<file path="src/rtl/reg_clkdiv_multi_if.sv">
// Byte-oriented register bus shared by the host and the clock-divider block.
// The master drives address/data/strobes; the slave returns read data and
// the hypothetical-length lookup.
interface reg_clkdiv_multi_if;
  logic [5:0]  reg_address;
  logic [15:0] reg_bytecnt;
  logic [7:0]  reg_datai;
  logic [7:0]  reg_datao;
  logic [15:0] reg_size;
  logic        reg_read;
  logic        reg_write;
  logic        reg_addrvalid;
  logic        reg_stream;
  logic [5:0]  reg_hypaddress;
  logic [15:0] reg_hyplen;

  modport master (
    output reg_address, reg_bytecnt, reg_datai, reg_size, reg_read,
           reg_write, reg_addrvalid, reg_hypaddress,
    input  reg_datao, reg_stream, reg_hyplen
  );

  modport slave (
    input  reg_address, reg_bytecnt, reg_datai, reg_size, reg_read,
           reg_write, reg_addrvalid, reg_hypaddress,
    output reg_datao, reg_stream, reg_hyplen
  );
endinterface

</file>
<file path="src/rtl/reg_clkdiv_multi.sv">
// Multi-channel programmable clock divider behind a byte register bus.
// Each channel has shadow PERIOD/HIGH/PHASE fields; the active copies only
// reload at a period wrap, on enable, or on a global sync strobe, so a
// running waveform never changes shape mid-period.
module reg_clkdiv_multi #(
  parameter int         NCH       = 4,
  parameter int         CW        = 16,
  parameter logic [5:0] ADDR_CTRL = 6'd50,
  parameter logic [5:0] ADDR_EN   = 6'd51,
  parameter logic [5:0] ADDR_CFG  = 6'd52
) (
  input  logic                     clk,
  input  logic                     reset,
  reg_clkdiv_multi_if.slave        bus,
  output logic [NCH-1:0]           divclk_o,
  output logic [NCH-1:0]           tick_o
);

  typedef logic [CW-1:0] field_t;

  // Bytes above CW are dropped on write and read back as zero.
  function automatic field_t set_byte(field_t old, logic hi, logic [7:0] d);
    logic [15:0] w;
    w = 16'(old);
    if (hi) w[15:8] = d;
    else    w[7:0]  = d;
    return w[CW-1:0];
  endfunction

  function automatic logic [7:0] get_byte(field_t f, logic hi);
    logic [15:0] w;
    w = 16'(f);
    return hi ? w[15:8] : w[7:0];
  endfunction

  field_t         period_q [NCH];
  field_t         high_q   [NCH];
  field_t         phase_q  [NCH];
  logic [NCH-1:0] en_q, en_d;
  logic           sync_q;
  logic [7:0]     datao_q;

  logic [NCH-1:0] cfg_sel;
  logic           byte_ok;
  logic [1:0]     fsel;
  logic           bsel;
  logic           en_hit;
  logic [7:0]     rd_data;
  logic [15:0]    hyplen;

  assign byte_ok = bus.reg_bytecnt < 16'd6;
  assign fsel    = bus.reg_bytecnt[2:1];
  assign bsel    = bus.reg_bytecnt[0];
  assign en_hit  = (bus.reg_address == ADDR_EN) && (bus.reg_bytecnt == 16'd0);

  // Size and address-valid carry no meaning for this block.
  logic unused_bus;
  assign unused_bus = ^{bus.reg_size, bus.reg_addrvalid};

  // One-hot channel select for the CFG address window.
  // NOTE: every always_comb output gets a default first so no path leaves it unassigned (no latch).
  always_comb begin
    cfg_sel = '0;
    for (int n = 0; n < NCH; n++) begin
      if (bus.reg_address == ADDR_CFG + 6'(n)) cfg_sel[n] = 1'b1;
    end
  end

  // Next enable vector: a write to EN byte 0 replaces it, otherwise hold.
  always_comb begin
    en_d = en_q;
    if (bus.reg_write && en_hit) en_d = bus.reg_datai[NCH-1:0];
  end

  // Shadow fields, enables and the one-cycle sync strobe.
  // NOTE: register arrays are reset explicitly here because a cleared shadow is architecturally visible on readback.
  always_ff @(posedge clk or posedge reset) begin
    if (reset) begin
      for (int n = 0; n < NCH; n++) begin
        period_q[n] <= '0;
        high_q[n]   <= '0;
        phase_q[n]  <= '0;
      end
      en_q   <= '0;
      sync_q <= 1'b0;
    end else begin
      // NOTE: sequential state uses non-blocking assignments so every register samples pre-edge values.
      en_q   <= en_d;
      sync_q <= bus.reg_write && (bus.reg_address == ADDR_CTRL) &&
                (bus.reg_bytecnt == 16'd0) && bus.reg_datai[0];
      for (int n = 0; n < NCH; n++) begin
        if (bus.reg_write && cfg_sel[n] && byte_ok) begin
          case (fsel)
            2'd0:    period_q[n] <= set_byte(period_q[n], bsel, bus.reg_datai);
            2'd1:    high_q[n]   <= set_byte(high_q[n],   bsel, bus.reg_datai);
            default: phase_q[n]  <= set_byte(phase_q[n],  bsel, bus.reg_datai);
          endcase
        end
      end
    end
  end

  // Read-data mux; CTRL and anything unmapped return zero.
  always_comb begin
    rd_data = 8'h00;
    if (en_hit) rd_data = 8'(en_q);
    for (int n = 0; n < NCH; n++) begin
      if (cfg_sel[n] && byte_ok) begin
        case (fsel)
          2'd0:    rd_data = get_byte(period_q[n], bsel);
          2'd1:    rd_data = get_byte(high_q[n],   bsel);
          default: rd_data = get_byte(phase_q[n],  bsel);
        endcase
      end
    end
  end

  // Registered read data, updated only on a read strobe.
  always_ff @(posedge clk or posedge reset) begin
    if (reset)             datao_q <= 8'h00;
    else if (bus.reg_read) datao_q <= rd_data;
  end

  // Register length lookup for the host's address probe.
  always_comb begin
    hyplen = 16'd0;
    if (bus.reg_hypaddress == ADDR_CTRL || bus.reg_hypaddress == ADDR_EN) hyplen = 16'd1;
    for (int n = 0; n < NCH; n++) begin
      if (bus.reg_hypaddress == ADDR_CFG + 6'(n)) hyplen = 16'd6;
    end
  end

  assign bus.reg_datao  = datao_q;
  assign bus.reg_stream = 1'b0;
  assign bus.reg_hyplen = hyplen;

  for (genvar n = 0; n < NCH; n++) begin : g_ch
    field_t cnt_q, act_period_q, act_high_q;
    logic   div_q, tick_q;
    field_t start_cnt;

    // A phase beyond the period would never be reached by the counter.
    assign start_cnt = (phase_q[n] < period_q[n]) ? phase_q[n] : period_q[n];

    // Counter with shadow reload at wrap/enable/sync and registered outputs.
    always_ff @(posedge clk or posedge reset) begin
      if (reset) begin
        cnt_q        <= '0;
        act_period_q <= '0;
        act_high_q   <= '0;
        div_q        <= 1'b0;
        tick_q       <= 1'b0;
      end else if (!en_d[n]) begin
        cnt_q  <= '0;
        div_q  <= 1'b0;
        tick_q <= 1'b0;
      end else if (!en_q[n]) begin
        act_period_q <= period_q[n];
        act_high_q   <= high_q[n];
        cnt_q        <= start_cnt;
        div_q        <= 1'b0;
        tick_q       <= 1'b0;
      end else begin
        div_q  <= cnt_q < act_high_q;
        tick_q <= cnt_q == act_period_q;
        if (sync_q) begin
          act_period_q <= period_q[n];
          act_high_q   <= high_q[n];
          cnt_q        <= start_cnt;
        end else if (cnt_q == act_period_q) begin
          act_period_q <= period_q[n];
          act_high_q   <= high_q[n];
          cnt_q        <= '0;
        end else begin
          cnt_q <= cnt_q + field_t'(1);
        end
      end
    end

    assign divclk_o[n] = div_q;
    assign tick_o[n]   = tick_q;
  end

endmodule
</file>
<file path="src/flat_wrapper.sv">
// flat-port wrapper written by rule: the top's interface ports become plain ports
module reg_clkdiv_multi_flat 
#(
  parameter int         NCH       = 4,
  parameter int         CW        = 16,
  parameter logic [5:0] ADDR_CTRL = 6'd50,
  parameter logic [5:0] ADDR_EN   = 6'd51,
  parameter logic [5:0] ADDR_CFG  = 6'd52
)
  (clk, reset, divclk_o, tick_o, bus_reg_address, bus_reg_bytecnt, bus_reg_datai, bus_reg_size, bus_reg_read, bus_reg_write, bus_reg_addrvalid, bus_reg_hypaddress, bus_reg_datao, bus_reg_stream, bus_reg_hyplen);
  reg_clkdiv_multi_if bus_i ();
  input  logic clk;
  input  logic reset;
  output logic [NCH-1:0] divclk_o;
  output logic [NCH-1:0] tick_o;
  input wire logic [$bits(bus_i.reg_address)-1:0] bus_reg_address;
  input wire logic [$bits(bus_i.reg_bytecnt)-1:0] bus_reg_bytecnt;
  input wire logic [$bits(bus_i.reg_datai)-1:0] bus_reg_datai;
  input wire logic [$bits(bus_i.reg_size)-1:0] bus_reg_size;
  input wire logic [$bits(bus_i.reg_read)-1:0] bus_reg_read;
  input wire logic [$bits(bus_i.reg_write)-1:0] bus_reg_write;
  input wire logic [$bits(bus_i.reg_addrvalid)-1:0] bus_reg_addrvalid;
  input wire logic [$bits(bus_i.reg_hypaddress)-1:0] bus_reg_hypaddress;
  output wire logic [$bits(bus_i.reg_datao)-1:0] bus_reg_datao;
  output wire logic [$bits(bus_i.reg_stream)-1:0] bus_reg_stream;
  output wire logic [$bits(bus_i.reg_hyplen)-1:0] bus_reg_hyplen;
  assign bus_i.reg_address = bus_reg_address;
  assign bus_i.reg_bytecnt = bus_reg_bytecnt;
  assign bus_i.reg_datai = bus_reg_datai;
  assign bus_i.reg_size = bus_reg_size;
  assign bus_i.reg_read = bus_reg_read;
  assign bus_i.reg_write = bus_reg_write;
  assign bus_i.reg_addrvalid = bus_reg_addrvalid;
  assign bus_i.reg_hypaddress = bus_reg_hypaddress;
  assign bus_reg_datao = bus_i.reg_datao;
  assign bus_reg_stream = bus_i.reg_stream;
  assign bus_reg_hyplen = bus_i.reg_hyplen;
  reg_clkdiv_multi #(.NCH(NCH), .CW(CW), .ADDR_CTRL(ADDR_CTRL), .ADDR_EN(ADDR_EN), .ADDR_CFG(ADDR_CFG)) u_core (.clk(clk), .reset(reset), .bus(bus_i), .divclk_o(divclk_o), .tick_o(tick_o));
endmodule
</file>
<file path="config.mk">
export PLATFORM = sky130hd
export DESIGN_NAME = reg_clkdiv_multi_flat
export DESIGN_NICKNAME = d
export VERILOG_FILES = /design/src/rtl/reg_clkdiv_multi_if.sv /design/src/rtl/reg_clkdiv_multi.sv /design/src/flat_wrapper.sv
export SDC_FILE = /design/constraint.sdc
export NUM_CORES = 1
export LEC_CHECK = 0
export BUFFER_PORTS_ARGS = -buffer_cell sky130_fd_sc_hd__buf_2
export CORE_UTILIZATION = 50
export CTS_CLUSTER_SIZE = 12
export DETAILED_ROUTE_END_ITERATION = 8
export GPL_TIMING_DRIVEN = 0
export HOLD_SLACK_MARGIN = 0.02
export PLACE_DENSITY = 0.76
export SLEW_MARGIN = 20
export SYNTH_ARGS = -nofsm -noshare
export SYNTH_HDL_FRONTEND = slang
export SYNTH_SLANG_ARGS = --single-unit
</file>
<file path="constraint.sdc">
create_clock -name clk -period 19.7 [get_ports clk]
set_clock_uncertainty 0.05 [all_clocks]
set_input_delay 3.94 -clock clk [delete_from_list [all_inputs] [get_ports clk]]
set_output_delay 3.94 -clock clk [all_outputs]
set_load 0.02 [all_outputs]
</file>
# After elaboration in Yosys (flattened, before gate mapping)
# Index checks and enable logic that the tools add are counted.
[op_classes]
n_bitwise = 2
n_reduce_logical = 49
n_eq_ne = 21
magnitude_cmp = 9
n_mux = 91
n_addsub = 4
[ops]
columns = ["cell", "n"]
rows = [
  ["$mux W16", 44],
  ["$lt A16 B16 Y1", 8],
  ["$mux W8", 16],
  ["$eq A6 B6 Y1 const B", 12],
  ["$reduce_and A3 Y1", 24],
  ["$add A16 B1 Y16 const B", 4],
  ["$eq A16 B16 Y1", 4],
  ["$pmux W8 S2", 4],
  ["$mux W1", 21],
  ["$logic_and A1 B1 Y1", 17],
  ["$logic_not A16 Y1", 1],
  ["$lt A16 B3 Y1 const B", 1],
  ["$mux W3", 4],
  ["$ne A3 B3 Y1 const B", 4],
  ["$mux W4", 2],
  ["$reduce_and A2 Y1", 4],
  ["$eq A2 B1 Y1 const B", 1],
  ["$logic_not A2 Y1", 1],
  ["$not A1 Y1", 2],
  ["$reduce_or A2 Y1", 1],
  ["$logic_or A1 B1 Y1", 1],
]
[word_totals]
inputBits = 57
output_inout_bits = 33
wordCells = 223
regBits = 405

# Longest topological paths before layout
[logic_depth]
word_depth = 7
mapped_depth = 10
depth_no_buf = 8

# Least setup slack after synthesis
# No wires, ideal clock.
[synth_timing]
path_type = "input port to output port"
from = "in bus_reg_hypaddress[4]"
to = "out bus_reg_hyplen[2]"
stages = 3
required_time_ns = 15.710
path_buffers = 1
t_arrival_ns = 4.847
slack_ns = 10.863
path_cell_list = "nand2_1 -> nor3b_1 -> buf_4"
[synth_via]
elab_chain_cells = 5
elab_cells_between_ends = 8
cone_classes = "4 x eq/ne; 4 x mux"
[synth_rtl]
columns = ["item", "line_no", "rtl"]
rows = [
  ["start, declared", "flat_wrapper.sv:23", "input wire logic [$bits(bus_i.reg_hypaddress)-1:0] bus_reg_hypaddress;"],
  ["$eq A6 B6 Y1", "reg_clkdiv_multi.sv:129", "if (bus.reg_hypaddress == ADDR_CFG + 6'(n)) hyplen = 16'd6;"],
  ["$mux W3 (3 in a row)", "reg_clkdiv_multi.sv:129", ""],
  ["$mux W3 *", "reg_clkdiv_multi.sv:129", ""],
  ["end, declared", "flat_wrapper.sv:26", "output wire logic [$bits(bus_i.reg_hyplen)-1:0] bus_reg_hyplen;"],
]
# Every way passes the cells marked *; elsewhere a longest branch is shown, timed or not.

# Worst setup path after layout
# Same ends and word-level chain as after synthesis.

==> run_results.csv <==
group,metric,value,unit
route,via_count,17100,
synth,synth_most_common_cell,"dfrtp_1",
timing,setup_tns,0,ns
global_route,grt_antenna_before_repair,3,
setup_path,crit_path_end_kind,"primary output",
clock_network,postCtsHoldBufs,0,
synth,synthTopCellsByCount,"dfrtp_1, mux2_2, inv_1",
timing,min_period,8.63,ns
setup_path,cp.arrival,4.64,ns
synth,synth_mux_area_frac,0.191,
power_and_ir_drop,intPower,1.31,mW
synth,avgSynthCellArea,11.2,µm²
timing,timing.slew.headroom,0.296,
setup_path,start_kind,"primary input",
clock_network,cts_setup_buffers,0,
place,post-place-ws,11.07,ns
route,dr.first_iter.drc_count,2001,
synth,synth-seq-area-share,0.449,
setup_path,path_max_fanout,2,
timing,min_period_over_period,0.438,
synth,synth_edf_count,0,
synth,ys_types,65,
power_and_ir_drop,power_frac_comb,0.042,
power_and_ir_drop,sw_frac_of_total,0.231,
synth,synth_xor_area_frac,0.0466,
global_route,grt_start_max_net_pins,101,
synth,synth_top_family_by_area,"multiplexers",
clock_network,cts_tree,"built",
synth,synth_top_cell_by_area,"dfrtp_1",
synth,synth_area_leaders,"dfrtp_1, mux2_2, ha_1, mux2_1, xnor2_1",
power_and_ir_drop,switching_power,393,µW
route,wl_per_cell,24.6,µm
place,io_buffers,56,
die,fp-row-count,77,
clock_network,cts_buffer_depth,3,
synth,synth_top_area_share,0.449,
clock_network,clock-root-buffer,"clkbuf_16",
setup_path,cp-startpoint,"bus_reg_hypaddress[4]",
die,ios,90,
synth,async_flop_share,1.00,
clock_network,clkLatencyLatePin,0.58,ns
layout,nFillCells,3773,
synth,synth_fa_ha_area_frac,0.0688,
die,die_y,214,µm
die,dieArea,0.0460,mm²
synth,synth_area,0.0226,mm²
global_route,track_usage,0.296,
place,place.gp.congestion,1.03,
global_route,grt_pass1_vias,17100,
power_and_ir_drop,clockPowerShare,0.468,
timing,fmax,116,MHz
die,start_util,0.509,
setup_path,timing_worst_setup_path_type,"in2out",
route,vias_per_cell,6.20,
route,drtPass1Iterations,6,
clock_network,cts_max_level,2,
synth,synth_ff_type,"dfrtp_1",
timing,setup_slack,11.07,ns
power_and_ir_drop,pwr_density_cell,67.6,mW/mm²
timing,rsz0062_at_grt,"no",
layout,area_growth,11.4,%
clock_network,cts_num_sinks,405,
synth,synthCells,2008,
power_and_ir_drop,p_seq_frac,0.490,
layout,drive_above_1_share,0.200,
setup_path,r2r_start,"u_core.period_q[27]$_DFFE_PP0P_",
synth,synth_simple_gate_area_frac,0.0958,
min_path,hp-start,"u_core.g_ch[1].act_high_q[3]$_DFFE_PP0P_",
die,core-area,0.0443,mm²
clock_network,clk_pin_slew,0.05,ns
job,drv_cap,0,
timing,slew_viol_final,0,
synth,ys_seq_elements,405,
clock_network,cts_made_buffers,44,
setup_path,r2r_cells,9,
synth,synth_compound_area_frac,0.0972,
layout,nNetsFinal,2308,
clock_network,cts_resized,0,
power_and_ir_drop,peakVddDrop,0.0598,mV
status,status,"finished, final reports clean",
die,die_x,214,µm
power_and_ir_drop,p_leak,11.9,nW
synth,ys_warn_count,0,
route,ant_nets,0,
timing,setup-violations-final,0,
global_route,grt_pass1_wl,103000,µm
timing,worst_pin_slew,1.06,ns
min_path,min_path_cells,1,
setup_path,cp.required,15.71,ns
route,routed_wl,67700,µm
min_path,hold_class,"reg2reg",
global_route,grt_overflow_total,0,
route,drc_errors,0,
timing,finalHoldViolCount,0,
place,dp_hpwl,50000,µm
-- worst max-delay path: stages --
cell and delay (ns):
buf_2 0.07, nand2_1 0.06, nor3b_1 0.27, buf_4 0.15
buf_2 0.15
-- per-stage QoR --
step / instance area (µm²) / power, mW / utilization / hold WS (ns) / instances
3_5_place_dp: 23800 / 0.918 / 0.536 / 0.425 / 2673
3_3_place_gp: 23600 / 0.915 / 0.533 / 0.419 / 2669
2_1_floorplan: 22600 / 0.887 / - / 0.408 / 2021
5_1_grt: 25100 / 1.75 / 0.567 / 0.449 / 2748
6_report: 25100 / 1.70 / 0.567 / 0.432 / 2749
4_1_cts: 25100 / 1.71 / 0.567 / 0.439 / 2748
-- worst paths after layout --
check	endpoint	slack (ns)
max	bus_reg_hyplen[2]	11.07
min	u_core.g_ch[1].act_high_q[3]$_DFFE_PP0P_	0.43
max reg2reg	u_core.g_ch[2].cnt_q[8]$_DFF_PP0_	16.45
min reg2reg	u_core.g_ch[1].act_high_q[3]$_DFFE_PP0P_	0.43
max in group asynchronous	u_core.g_ch[2].act_period_q[9]$_DFFE_PP0P_	14.99
min in group asynchronous	u_core.g_ch[1].act_high_q[11]$_DFFE_PP0P_	3.32
-- per-layer routing --
metal / vias up / track usage / share of wire
met3: 177 / 0.0552 / 0.082
met4: 6 / 0.117 / 0.038
met2: 758 / 0.466 / 0.46
met1: 8619 / 0.405 / 0.42
met5: - / 0 / 0.00050
li1: 7493 / - / -
-- sequential cells by signal, indices dropped and copies added (netlist names), 8 cells and up --
register,flops
u_core.high_q,64
u_core.period_q,64
u_core.phase_q,64
u_core.g_ch.act_high_q,64
u_core.g_ch.cnt_q,64
u_core.g_ch.act_period_q,64
u_core.bus.reg_datao,8
-- layout by cell type, fill, tap and decap left out, types with 8 or more instances in the layout --
| cell type | n |
|---|---|
| a31oi_1 | 21 |
| ha_1 | 124 |
| a32oi_1 | 22 |
| xnor2_1 | 98 |
| o21ai_0 | 43 |
| buf_4 | 24 |
| and3_1 | 16 |
| nor3_1 | 17 |
| mux2i_1 | 25 |
| dfrtp_1 | 405 |
| nor2_1 | 42 |
| clkbuf_16 | 45 |
| inv_1 | 136 |
| or3_1 | 8 |
| nand4_1 | 49 |
| clkbuf_1 | 72 |
| conb_1 | 14 |
| a21o_1 | 32 |
| nor4_1 | 12 |
| a211oi_1 | 9 |
| mux2_1 | 115 |
| nand2_1 | 113 |
| clkbuf_8 | 11 |
| a21oi_1 | 100 |
| nand2b_1 | 16 |
| buf_2 | 64 |
| mux2_2 | 215 |
| xor2_1 | 22 |
| a22oi_1 | 42 |
| nand3_1 | 84 |
| buf_6 | 13 |
| a221oi_1 | 17 |
| mux4_2 | 14 |
| buf_1 | 10 |
| clkinv_2 | 9 |
-- final cells by class --
class                           count  area [µm²]  share of cell area
Multi-Input combinational cell   1361       11300               0.451
Sequential cell                   405       10100               0.403
Clock buffer                       65        1310              0.0522
Tap cell                          592         741              0.0295
Buffer                            118         641              0.0255
Inverter                          137         522              0.0208
Timing Repair Buffer               60         390              0.0155
Clock inverter                     10        52.6             0.00209
Antenna cell                        1        2.50           0.0000996
-- power groups by stage --
| stage | logic (mW) | clock network (mW) | registers, mW |
|---|---|---|---|
| floorplan | 0.0389 | 0 | 0.848 |
| global placement | 0.0666 | 0 | 0.848 |
| detailed placement | 0.0704 | 0 | 0.848 |
| CTS | 0.0707 | 0.805 | 0.833 |
| global route | 0.0766 | 0.837 | 0.832 |
| finish | 0.0716 | 0.795 | 0.832 |
-- cell families after synthesis --
group	Yosys count
AND/OR/NAND/NOR	402
buffers and inverters	255
XOR/XNOR	120
multiplexers	371
adder cells (fa/ha/maj)	124
flip-flops	405
AO/OA/AOI/OAI	330
other	1
(Power assumes the default switching activity.)
